`src/rtl/id.sv`:
```
// RV32I decode stage: register addresses, ALU operand selection, inst/PC forwarding.
// Define ID_OUT_REG_EN to register every output (1-cycle latency, async active-low reset).
module id (
    input  logic        clk,
    input  logic        rst_n,
    input  logic [31:0] inst_i,
    input  logic [31:0] inst_addr_i,
    input  logic [31:0] reg1_rdata_i,
    input  logic [31:0] reg2_rdata_i,
    output logic [31:0] op1_o,
    output logic [31:0] op2_o,
    output logic [31:0] inst_o,
    output logic [31:0] inst_addr_o,
    output logic [4:0]  reg1_raddr_o,
    output logic [4:0]  reg2_raddr_o,
    output logic [4:0]  reg_waddr_o,
    output logic        illegal_o
);

    localparam logic [6:0] OPC_OP_IMM = 7'b0010011;
    localparam logic [6:0] OPC_OP     = 7'b0110011;
    localparam logic [6:0] OPC_LOAD   = 7'b0000011;
    localparam logic [6:0] OPC_STORE  = 7'b0100011;
    localparam logic [6:0] OPC_BRANCH = 7'b1100011;
    localparam logic [6:0] OPC_LUI    = 7'b0110111;
    localparam logic [6:0] OPC_AUIPC  = 7'b0010111;
    localparam logic [6:0] OPC_JAL    = 7'b1101111;
    localparam logic [6:0] OPC_JALR   = 7'b1100111;
    localparam logic [31:0] INST_NOP  = 32'h0000_0013;
    localparam logic [31:0] LINK_INC  = 32'h0000_0004;

    logic [6:0]         opcode;
    logic [4:0]         rd;
    logic [4:0]         rs1;
    logic [4:0]         rs2;
    logic [2:0]         funct3;
    logic signed [31:0] imm_i;
    logic signed [31:0] imm_s;
    logic [31:0]        imm_u;

    assign opcode = inst_i[6:0];
    assign rd     = inst_i[11:7];
    assign funct3 = inst_i[14:12];
    assign rs1    = inst_i[19:15];
    assign rs2    = inst_i[24:20];
    assign imm_i  = {{20{inst_i[31]}}, inst_i[31:20]};
    assign imm_s  = {{20{inst_i[31]}}, inst_i[31:25], inst_i[11:7]};
    assign imm_u  = {inst_i[31:12], 12'b0};

    logic [31:0] op1_p0;
    logic [31:0] op2_p0;
    logic [4:0]  ra1_p0;
    logic [4:0]  ra2_p0;
    logic [4:0]  wa_p0;
    logic        ill_p0;

    // Stage p0: combinational decode
    always_comb begin
        op1_p0 = '0;
        op2_p0 = '0;
        ra1_p0 = '0;
        ra2_p0 = '0;
        wa_p0  = '0;
        ill_p0 = 1'b0;
        case (opcode)
            OPC_OP_IMM: begin
                ra1_p0 = rs1;
                wa_p0  = rd;
                op1_p0 = reg1_rdata_i;
                // Shift amount is zero-extended; EX looks at funct7 in inst_o for SRAI.
                if (funct3 == 3'b001 || funct3 == 3'b101)
                    op2_p0 = {27'b0, inst_i[24:20]};
                else
                    op2_p0 = imm_i;
            end
            OPC_OP: begin
                ra1_p0 = rs1;
                ra2_p0 = rs2;
                wa_p0  = rd;
                op1_p0 = reg1_rdata_i;
                op2_p0 = reg2_rdata_i;
            end
            OPC_LOAD: begin
                ra1_p0 = rs1;
                wa_p0  = rd;
                op1_p0 = reg1_rdata_i;
                op2_p0 = imm_i;
            end
            OPC_STORE: begin
                ra1_p0 = rs1;
                ra2_p0 = rs2;
                op1_p0 = reg1_rdata_i;
                op2_p0 = imm_s;
            end
            OPC_BRANCH: begin
                ra1_p0 = rs1;
                ra2_p0 = rs2;
                op1_p0 = reg1_rdata_i;
                op2_p0 = reg2_rdata_i;
            end
            OPC_LUI: begin
                wa_p0  = rd;
                op1_p0 = imm_u;
            end
            OPC_AUIPC: begin
                wa_p0  = rd;
                op1_p0 = inst_addr_i;
                op2_p0 = imm_u;
            end
            OPC_JAL: begin
                wa_p0  = rd;
                op1_p0 = inst_addr_i;
                op2_p0 = LINK_INC;
            end
            OPC_JALR: begin
                ra1_p0 = rs1;
                wa_p0  = rd;
                op1_p0 = inst_addr_i;
                op2_p0 = LINK_INC;
            end
            default: ill_p0 = 1'b1;
        endcase
    end

`ifdef ID_OUT_REG_EN
    // Stage p1: registered outputs, NOP bubble while in reset
    always_ff @(posedge clk or negedge rst_n) begin
        if (!rst_n) begin
            op1_o        <= '0;
            op2_o        <= '0;
            inst_o       <= INST_NOP;
            inst_addr_o  <= '0;
            reg1_raddr_o <= '0;
            reg2_raddr_o <= '0;
            reg_waddr_o  <= '0;
            illegal_o    <= 1'b0;
        end else begin
            op1_o        <= op1_p0;
            op2_o        <= op2_p0;
            inst_o       <= inst_i;
            inst_addr_o  <= inst_addr_i;
            reg1_raddr_o <= ra1_p0;
            reg2_raddr_o <= ra2_p0;
            reg_waddr_o  <= wa_p0;
            illegal_o    <= ill_p0;
        end
    end
`else
    logic unused_clk_rst;
    assign unused_clk_rst = &{1'b0, clk, rst_n};

    assign op1_o        = op1_p0;
    assign op2_o        = op2_p0;
    assign inst_o       = inst_i;
    assign inst_addr_o  = inst_addr_i;
    assign reg1_raddr_o = ra1_p0;
    assign reg2_raddr_o = ra2_p0;
    assign reg_waddr_o  = wa_p0;
    assign illegal_o    = ill_p0;
`endif

endmodule

```
`config.mk`:
```
export PLATFORM = sky130hd
export DESIGN_NAME = id
export DESIGN_NICKNAME = d
export VERILOG_FILES = /design/src/rtl/id.sv
export SDC_FILE = /design/constraint.sdc
export NUM_CORES = 1
export LEC_CHECK = 0
export BUFFER_PORTS_ARGS = -buffer_cell sky130_fd_sc_hd__buf_2
export CAP_MARGIN = 15
export CELL_PAD_IN_SITES_DETAIL_PLACEMENT = 0
export CELL_PAD_IN_SITES_GLOBAL_PLACEMENT = 1
export CORE_AREA = 2 2 105 107
export DETAILED_ROUTE_END_ITERATION = 10
export DIE_AREA = 0 0 107 109
export GPL_TIMING_DRIVEN = 1
export PLACE_DENSITY_LB_ADDON = 0.1
export RECOVER_POWER = 50
export SLEW_MARGIN = 30
export SYNTH_ARGS = -nofsm -noshare
export SYNTH_HDL_FRONTEND = slang
export SYNTH_SLANG_ARGS = --single-unit
```
`constraint.sdc`:
```
create_clock -name vclk -period 2.1
set_input_delay 0.21 -clock vclk [all_inputs]
set_output_delay 0.21 -clock vclk [all_outputs]
set_load 0.05 [all_outputs]
```
==> results.ini <==
[sta]
fin_crit_ps=1957
fin_hold_ws_ps=806.2
fin_setup_tns_ps=0
hold_violations=0
slew_headroom=0.5769
drv_slew=0
grt_setup_unrepaired=false
finalSetupViolCount=0
worst_pin_slew_ps=637.4
clock.fmax_mhz=511.1
final.period_utilization=0.9318

[critical_path]
cp_data_arrival_time_ps=1750
max_stage_delay_ps=560
cp.required_ps=1890
critPathSlowestCell=or4_4
end_kind=output port
path_cells=buf_2 > or4_4 > buf_4 > nor2_2 > a22o_1 > buf_2
critPathMaxFanout=6
criticalPathCategory=in2out
cp_common_cell=buf_2
start_kind=input port

[placed_design]
place_area_um2=2788
place.gp.congestion=0.8380
port_buffers=272
hpwl_um=7608

[synth]
synth_warnings=0
netlist_top_cells_area=buf_4 (29%), a22o_1 (20%), a221o_1 (12%)
yosysTopAreaCell=buf_4
avgSynthCellArea_um2=7.389
syn_nets=353
synth.distinct_cells=28
netlist_area_um2=1648
netlist.area_leader.share=0.2916
ys_seq_area_frac=0
syn_inst=223

[status]
status=complete, no violations

[floorplanning]
die_y_um=109
io_pins=274
dieArea_um2=11660
core_um2=10600
die_w_um=107
initial_core_util=0.1554
rows=38

[final_layout]
nFillCells=1245
ff_latch_area_um2=0
drive_gt1_frac=0.5421
num_antenna_cells=0
stdcell_area_um2=2708
final_util=0.2554
syn2layout_area_growth_pct=64.31
seq_cell_count=0
n_clock_buffer=0
nets=560

[grt]
met1_usage=0.1718
met2_usage=0.2493
grt_usage=0.1335
grt_busiest_layer=met2
grt_pass1_vias=2209
grt_start_max_net_pins=33
grt_pass1_wl_um=12400
antenna_found_initial=1
met3_usage=0.01494
overflow=0

[routing]
initialDrtViolationCount=88
wl_per_cell_um=15.99
drtAntennaViolNets=0
first_pass_iters=4
num_vias=2467
post_drt_via_cell_ratio=4.343
wirelength_um=9082
route.detailed.drc=0

[worst_hold_path]
hold_class=in2out

[pwr]
power.density_nw_per_um2=247.4
power.total_uw=669.8
leakagePower_nw=1.650
peakVddDrop_v=0.00007960

[clocking]
holdBufCountCts=0
cts_resized=0
post_cts_buffers=0

[flow_run]
drv_cap=0

## cells by family (layout without fill, tap and decap cells)
group	Yosys count	count (layout)	synth area share
compound gates	97	97	0.4867
xor+xnor	1	1	0.005316
buf+inv	84	289	0.3584
simple gates	41	41	0.1496
## area by class of cell
class	count	area, um2	share of cell area
Inverter	1	3.754	0.001386
Multi-Input combinational cell	139	1077	0.3979
Tap cell	140	175.2	0.06469
Timing Repair Buffer	288	1451	0.5360
## critical path: cells and delay by family
kind	cells	cell delay [ps]
buffers and inverters	3	540
AO/OA/AOI/OAI	1	190
AND/OR/NAND/NOR	2	790
## cell usage in the layout (no fill, tap or decap), drive strengths merged
cell type / count
a22o: 38
xnor2: 1
buf: 216
o221ai: 1
nor3b: 1
clkbuf: 72
o21ai: 5
nand4bb: 1
nor2b: 1
a22oi: 5
or4: 1
nor2: 5
a21boi: 1
nand2b: 2
a21oi: 5
nand2: 8
nor4: 1
a221o: 20
a21o: 21
a211oi: 1
nor3: 3
inv: 1
and2: 15
nand3: 3
## final timing paths
kind	startpoint	endpoint	cells past startpoint
setup / recovery	inst_i[6]	op2_o[10]	6
hold / removal	inst_addr_i[2]	inst_addr_o[2]	2
## per-stage QoR
| stage | cells | worst slack [ps] |
|---|---|---|
| floorplan | 223 | -208.3 |
| global placement | 568 | 134.0 |
| detailed placement | 568 | 130.3 |
| CTS | 568 | 124.4 |
| global route | 568 | 18.58 |
| finish | 568 | 143.3 |
## Yosys cell counts (all sizes together)
cell	instances
nand4bb	1
nand3	3
a22o	38
a21oi	5
and2	15
a221o	20
nor4	1
xnor2	1
o221ai	1
a22oi	5
or4	1
a211oi	1
nor3b	1
nor3	3
nand2	8
a21boi	1
o21ai	5
clkbuf	11
buf	72
a21o	21
nand2b	2
inv	1
nor2b	1
nor2	5
## report_power, final
group | total (mW) | leakage [nW] | internal [mW] | switching [mW]
sequential | 0 | 0 | 0 | 0
clock | 0 | 0 | 0 | 0
combinational | 0.670 | 1.65 | 0.175 | 0.495
## per-layer routing
layer | part of all wire | wire (um)
met1 | 0.42 | 3842
met2 | 0.51 | 4596
met3 | 0.065 | 586
met4 | 0.0063 | 57
met5 | 0 | 0
Power figures use the tool's default switching activity.
